### src/rtl/fetch_sequencer_pkg.sv
// Shared constants, field widths and state encoding for the fetch sequencer.
package fetch_sequencer_pkg;

  localparam int unsigned OPCODE_W = 5;
  localparam int unsigned INSN_W   = 32;
  localparam int unsigned TARGET_W = 27;
  localparam int unsigned IMM_W    = 17;

  localparam logic [OPCODE_W-1:0] OP_J   = 5'b00001;
  localparam logic [OPCODE_W-1:0] OP_BNE = 5'b00010;
  localparam logic [OPCODE_W-1:0] OP_JAL = 5'b00011;
  localparam logic [OPCODE_W-1:0] OP_JR  = 5'b00100;
  localparam logic [OPCODE_W-1:0] OP_BLT = 5'b00110;
  localparam logic [OPCODE_W-1:0] OP_BEX = 5'b10110;

  typedef enum logic [1:0] {
    ST_PRIME  = 2'd0,
    ST_RUN    = 2'd1,
    ST_SQUASH = 2'd2
  } fetch_state_e;

  // Sign-extend the N field to a full data word.
  function automatic logic [INSN_W-1:0] sext_imm(input logic [IMM_W-1:0] imm);
    return {{(INSN_W - IMM_W){imm[IMM_W-1]}}, imm};
  endfunction

endpackage

### src/rtl/fetch_sequencer_branch_target.sv
// Redirect decision and target selection for the instruction in execute.
module branch_target
  import fetch_sequencer_pkg::*;
#(
  parameter int unsigned PC_W = 12
) (
  input  logic                ex_j_i,
  input  logic                ex_jal_i,
  input  logic                ex_jr_i,
  input  logic                ex_bne_i,
  input  logic                ex_blt_i,
  input  logic                ex_bex_i,
  input  logic                ex_neq_i,
  input  logic                ex_lt_i,
  input  logic                ex_rstatus_nz_i,
  input  logic [PC_W-1:0]     ex_pc_i,
  input  logic [TARGET_W-1:0] ex_target_i,
  input  logic [IMM_W-1:0]    ex_imm_i,
  input  logic [INSN_W-1:0]   ex_rd_val_i,
  output logic                taken_o,
  output logic [PC_W-1:0]     target_o,
  output logic [PC_W-1:0]     link_pc_o
);

  logic [INSN_W-1:0] imm_ext;
  logic [PC_W-1:0]   seq_pc;
  logic [PC_W-1:0]   br_target;
  logic              bex_taken;
  logic              unused_hi;

  // Address bits above the PC width are ignored by design.
  assign unused_hi = ^{ex_target_i[TARGET_W-1:PC_W], ex_rd_val_i[INSN_W-1:PC_W],
                       imm_ext[INSN_W-1:PC_W]};

  // Taken condition and prioritised target: jr > bex > j/jal > bne > blt.
  always_comb begin
    imm_ext   = sext_imm(ex_imm_i);
    seq_pc    = ex_pc_i + PC_W'(1);
    br_target = seq_pc + imm_ext[PC_W-1:0];
    bex_taken = ex_bex_i & ex_rstatus_nz_i;
    taken_o   = ex_jr_i | ex_j_i | ex_jal_i | bex_taken
              | (ex_bne_i & ex_neq_i) | (ex_blt_i & ex_lt_i);
    target_o  = br_target;
    if (ex_jr_i) begin
      target_o = ex_rd_val_i[PC_W-1:0];
    end else if (bex_taken) begin
      target_o = ex_target_i[PC_W-1:0];
    end else if (ex_j_i | ex_jal_i) begin
      target_o = ex_target_i[PC_W-1:0];
    end
    link_pc_o = seq_pc;
  end

endmodule

### src/rtl/fetch_sequencer.sv
// Fetch stage sequencer: drives synchronous IMEM, feeds decode, handles redirects.
module fetch_sequencer
  import fetch_sequencer_pkg::*;
#(
  parameter int unsigned PC_W = 12
) (
  input  logic                clock,
  input  logic                reset,
  output logic [PC_W-1:0]     imem_addr,
  input  logic [INSN_W-1:0]   imem_q,
  input  logic                stall,
  input  logic                ex_j,
  input  logic                ex_jal,
  input  logic                ex_jr,
  input  logic                ex_bne,
  input  logic                ex_blt,
  input  logic                ex_bex,
  input  logic                ex_neq,
  input  logic                ex_lt,
  input  logic                ex_rstatus_nz,
  input  logic [PC_W-1:0]     ex_pc,
  input  logic [TARGET_W-1:0] ex_target,
  input  logic [IMM_W-1:0]    ex_imm,
  input  logic [INSN_W-1:0]   ex_rd_val,
  output logic [INSN_W-1:0]   fd_insn,
  output logic [PC_W-1:0]     fd_pc,
  output logic                fd_valid,
  output logic                flush,
  output logic [PC_W-1:0]     link_pc
);

  fetch_state_e      state_q, state_d;
  logic [PC_W-1:0]   pc_q, pc_d;
  // Address presented last cycle, i.e. the one whose word is on imem_q.
  logic [PC_W-1:0]   prev_q, prev_d;
  logic [INSN_W-1:0] fd_insn_q, fd_insn_d;
  logic [PC_W-1:0]   fd_pc_q, fd_pc_d;
  logic              fd_valid_q, fd_valid_d;
  // Word for prev_q captured at the start of a stall; the held address
  // overwrites imem_q during the stall, so this word would otherwise be lost.
  logic              hold_valid_q, hold_valid_d;
  logic [INSN_W-1:0] hold_insn_q, hold_insn_d;

  logic              taken;
  logic [PC_W-1:0]   target;

  branch_target #(.PC_W(PC_W)) u_branch_target (
    .ex_j_i          (ex_j),
    .ex_jal_i        (ex_jal),
    .ex_jr_i         (ex_jr),
    .ex_bne_i        (ex_bne),
    .ex_blt_i        (ex_blt),
    .ex_bex_i        (ex_bex),
    .ex_neq_i        (ex_neq),
    .ex_lt_i         (ex_lt),
    .ex_rstatus_nz_i (ex_rstatus_nz),
    .ex_pc_i         (ex_pc),
    .ex_target_i     (ex_target),
    .ex_imm_i        (ex_imm),
    .ex_rd_val_i     (ex_rd_val),
    .taken_o         (taken),
    .target_o        (target),
    .link_pc_o       (link_pc)
  );

  assign imem_addr = pc_q;
  assign fd_insn   = fd_insn_q;
  assign fd_pc     = fd_pc_q;
  assign fd_valid  = fd_valid_q;
  assign flush     = taken;

  // State and datapath registers with synchronous reset.
  always_ff @(posedge clock) begin
    if (reset) begin
      state_q      <= ST_PRIME;
      pc_q         <= '0;
      prev_q       <= '0;
      fd_insn_q    <= '0;
      fd_pc_q      <= '0;
      fd_valid_q   <= 1'b0;
      hold_valid_q <= 1'b0;
      hold_insn_q  <= '0;
    end else begin
      state_q      <= state_d;
      pc_q         <= pc_d;
      prev_q       <= prev_d;
      fd_insn_q    <= fd_insn_d;
      fd_pc_q      <= fd_pc_d;
      fd_valid_q   <= fd_valid_d;
      hold_valid_q <= hold_valid_d;
      hold_insn_q  <= hold_insn_d;
    end
  end

  // Next-state logic: redirect beats stall, stall freezes everything visible.
  always_comb begin
    state_d      = state_q;
    pc_d         = pc_q;
    prev_d       = prev_q;
    fd_insn_d    = fd_insn_q;
    fd_pc_d      = fd_pc_q;
    fd_valid_d   = fd_valid_q;
    hold_valid_d = hold_valid_q;
    hold_insn_d  = hold_insn_q;

    if (taken) begin
      state_d      = ST_SQUASH;
      pc_d         = target;
      prev_d       = pc_q;
      fd_valid_d   = 1'b0;
      hold_valid_d = 1'b0;
    end else if (stall) begin
      if (state_q == ST_RUN && !hold_valid_q) begin
        hold_valid_d = 1'b1;
        hold_insn_d  = imem_q;
      end
    end else begin
      case (state_q)
        ST_PRIME: begin
          state_d    = ST_RUN;
          pc_d       = pc_q + PC_W'(1);
          prev_d     = pc_q;
          fd_valid_d = 1'b0;
        end
        ST_RUN: begin
          fd_insn_d    = hold_valid_q ? hold_insn_q : imem_q;
          fd_pc_d      = prev_q;
          fd_valid_d   = 1'b1;
          pc_d         = pc_q + PC_W'(1);
          prev_d       = pc_q;
          hold_valid_d = 1'b0;
        end
        ST_SQUASH: begin
          state_d      = ST_RUN;
          fd_valid_d   = 1'b0;
          pc_d         = pc_q + PC_W'(1);
          prev_d       = pc_q;
          hold_valid_d = 1'b0;
        end
        default: begin
          state_d    = ST_PRIME;
          fd_valid_d = 1'b0;
        end
      endcase
    end
  end

endmodule

### config.mk
export PLATFORM = sky130hd
export DESIGN_NAME = fetch_sequencer
export DESIGN_NICKNAME = d
export VERILOG_FILES = /design/src/rtl/fetch_sequencer_pkg.sv /design/src/rtl/fetch_sequencer_branch_target.sv /design/src/rtl/fetch_sequencer.sv
export SDC_FILE = /design/constraint.sdc
export NUM_CORES = 1
export LEC_CHECK = 0
export CAP_MARGIN = 30
export CELL_PAD_IN_SITES_DETAIL_PLACEMENT = 0
export CELL_PAD_IN_SITES_GLOBAL_PLACEMENT = 1
export CORE_AREA = 2 2 134 136
export CTS_CLUSTER_DIAMETER = 100
export CTS_CLUSTER_SIZE = 20
export DETAILED_ROUTE_END_ITERATION = 7
export DIE_AREA = 0 0 136 138
export PLACE_DENSITY = 0.88
export SLEW_MARGIN = 20
export SYNTH_ARGS = -nofsm -noshare
export SYNTH_HDL_FRONTEND = slang
export SYNTH_HIERARCHICAL = 1
export SYNTH_SLANG_ARGS = --single-unit
export TNS_END_PERCENT = 5
### constraint.sdc
create_clock -name clock -period 3 [get_ports clock]
set_input_delay 0.45 -clock clock [delete_from_list [all_inputs] [get_ports clock]]
set_output_delay 0.45 -clock clock [all_outputs]
set_load 0.05 [all_outputs]
==> results.ini <==
[synthesis]
ys.warnings.count = 6
async_reset_ff_frac = 0
synth_seq_area_share = 0.385
synth_top_family_by_area = compound AO/OA/AOI/OAI gates
muxShareOfSynthArea = 0.0721
synth_nets = 786
synth_xor_area_frac = 0.0495
synthAdderAreaFrac = 0.0499
synth.ff_latch_count = 104
post-synth-top-area-fraction = 0.385
yosysTopAreaCell = dfxtp_1
avgSynthCellArea_um2 = 8.55
ys_types = 51
synth_ff_type = dfxtp_1
syn-instance-count = 633
synth_area_leaders = dfxtp_1 38%, nand2_1 9.5%, a211oi_2 7.6%, mux2i_1 7.2%, a21oi_1 6.6%
syn-cell-area_mm2 = 0.00541
synth_simple_gate_area_frac = 0.187
synth-compound-area-share = 0.209
synth_edf_count = 0

[global_routing]
grt_antenna_before_repair = 0
grt_pass1_vias = 4904
grt_pass1_wl_um = 23700
grt_max_degree = 55
grtUsageTotal = 0.155
grt-ovfl-total = 0

[place]
dp_slack_ns = -0.354
dp.cells = 1040
routabilityCongestion = 0.783
dpl_cell_area_mm2 = 0.00773
dp_hpwl_um = 10600
portBuffers = 161

[sta]
setup_viol = 0
layout_setup_ws_ns = 0.121
fin_crit_ns = 2.88
hold_ws_ns = 0.455
slew_headroom = 0.568
timing.final.crit_share = 0.960
max_freq_ghz = 0.347
worst_pin_slew_ns = 0.647
hold_viol = 0
drv_slew = 0
skew_ns = 0.00980

[final_layout]
areaGrowthSynthToFinish_pct = 49.7
antenna_cells = 0
nNetsFinal = 976
most-common-layout-cells = 147 x clkdlybuf4s50_1, 137 x nand2_1, 103 x dfxtp_1
drive_gt1_frac = 0.178
fin_area_mm2 = 0.00810
final_common_cell = clkdlybuf4s50_1
num-fill-cells = 1725
final_cells = 1057

[worst_setup_path]
crit_start = ex_pc[4]
cp.required_ns = 3.27
crit_fanout = 3
end_kind = flip-flop
worstPathArrival_ns = 3.15
worst-r2r-cell-count = 5
reg2reg_from = state_q[1]
worstSetupPathType = in -> reg
worstSetupStartpointType = input pin

[worst_hold_path]
hold_depth = 2
min_path_type = reg -> reg
holdCritStartpoint = hold_insn_q[25]

[outcome]
status = finished, final reports clean

[floorplanning]
die_x_um = 136
die_y_um = 138
rows = 49
die_area_mm2 = 0.0188
core_mm2 = 0.0175
io_pins = 202
start_util = 0.309

[clock_network]
numCtsBuffers = 9
clkSlewWorstSetupHoldPaths_ns = 0.08
cts_tree = done
htree_num_levels = 3
clkLatencyLatePin_ns = 0.35
cts_hold_buf = 0
clk_path_buf_depth = 2
clock-sinks = 104
root_buffer = clkbuf_16

[job]
max-cap-violations = 0

[power]
power.density_mw_per_mm2 = 411
p_leak_nw = 2.89
irDropWorstVdd_uv = 331

[route]
dr.pass1.iters = 4
vias_per_cell = 4.76
route.detailed.drc = 0
wl_per_cell_um = 13.7
drtIter0Drc = 185
drt_wl_total_um = 14500
postRouteAntennaNets = 0
vias = 5027

[power by group]
group / leakage, nW / switching, mW / internal, mW / total [mW]
Combinational: 1.90 / 0.334 / 0.341 / 0.676
Clock: 0.152 / 0.614 / 0.606 / 1.22
Sequential: 0.843 / 0.0342 / 1.40 / 1.44
[sequential cells by signal (all words and copies together) (netlist names)]
signal        flops
fd_insn          32
fd_pc            12
fd_valid          1
hold_insn_q      32
hold_valid_q      1
imem_addr        12
prev_q           12
state_q           2
[routing by layer]
layer	global-route usage	wire [um]
met3	0.0389	899
met2	0.265	7020
met4	0.0384	165
met5	0	0
met1	0.193	6440
[path summary, 6_finish.rpt]
kind / slack, ns / to
worst min-delay path: 0.46 / hold_insn_q[25]
worst max register to register: 1.30 / imem_addr[3]
worst min register to register: 0.46 / hold_insn_q[25]
worst max-delay path: 0.12 / imem_addr[10]
[synth_stat cells (3+ instances only)]
library cell and n:
nor3_1 8, dfxtp_1 104, o21bai_1 3, nand2_1 137, a211oi_2 33, a21o_1 5
xor2_1 11, clkbuf_1 24, buf_2 11, mux2i_1 39, nor2_1 53, and3_1 7
ha_1 20, xnor2_1 17, nand4_1 6, o21ai_0 13, a21oi_1 71, a211oi_1 8
inv_1 10, buf_6 6, nand3_1 11
[metrics by stage]
stage                     setup TNS, ns  total power [mW]  utilization
after floorplan                  -0.109              1.80            -
after global placement            -1.28              2.13        0.441
after detailed placement          -1.47              2.14        0.441
after CTS                             0              3.38        0.459
after global routing            -0.0494              3.48        0.462
final                                 0              3.33        0.462
[cell type report]
type                            instances  area [um^2]  share of cell area
Clock inverter                          7         91.3              0.0113
Sequential cell                       104         2080               0.257
Timing Repair Buffer                  221         2190               0.270
Multi-Input combinational cell        476         3180               0.393
Inverter                               11         41.3             0.00510
Clock buffer                            9          225              0.0278
Tap cell                              229          287              0.0354
[what timing repair did]
action,CTS,global route
resized for setup,0,12
setup buffers,0,1
setup endpoints to repair,0,4
[logic make-up after synthesis]
| logic type | after synthesis |
|---|---|
| buffers and inverters | 53 |
| muxes | 39 |
| and+or+nand+nor | 234 |
| xor gates and xnor gates | 29 |
| AOI/OAI and AO/OA | 153 |
| adders and majority gates | 21 |
| DFF | 104 |
[critical path: stages]
cell and delay [ns]:
clkdlybuf4s50_1 0.51, nand4_1 0.21, nor2_4 0.22, xor2_2 0.18
ha_1 0.28, a21oi_1 0.24, o21bai_1 0.12, a21oi_2 0.18
mux2i_1 0.22, o221ai_1 0.13, a31oi_1 0.16, nor2_1 0.06
a211oi_1 0.19
Power figures use the tool's default switching activity.
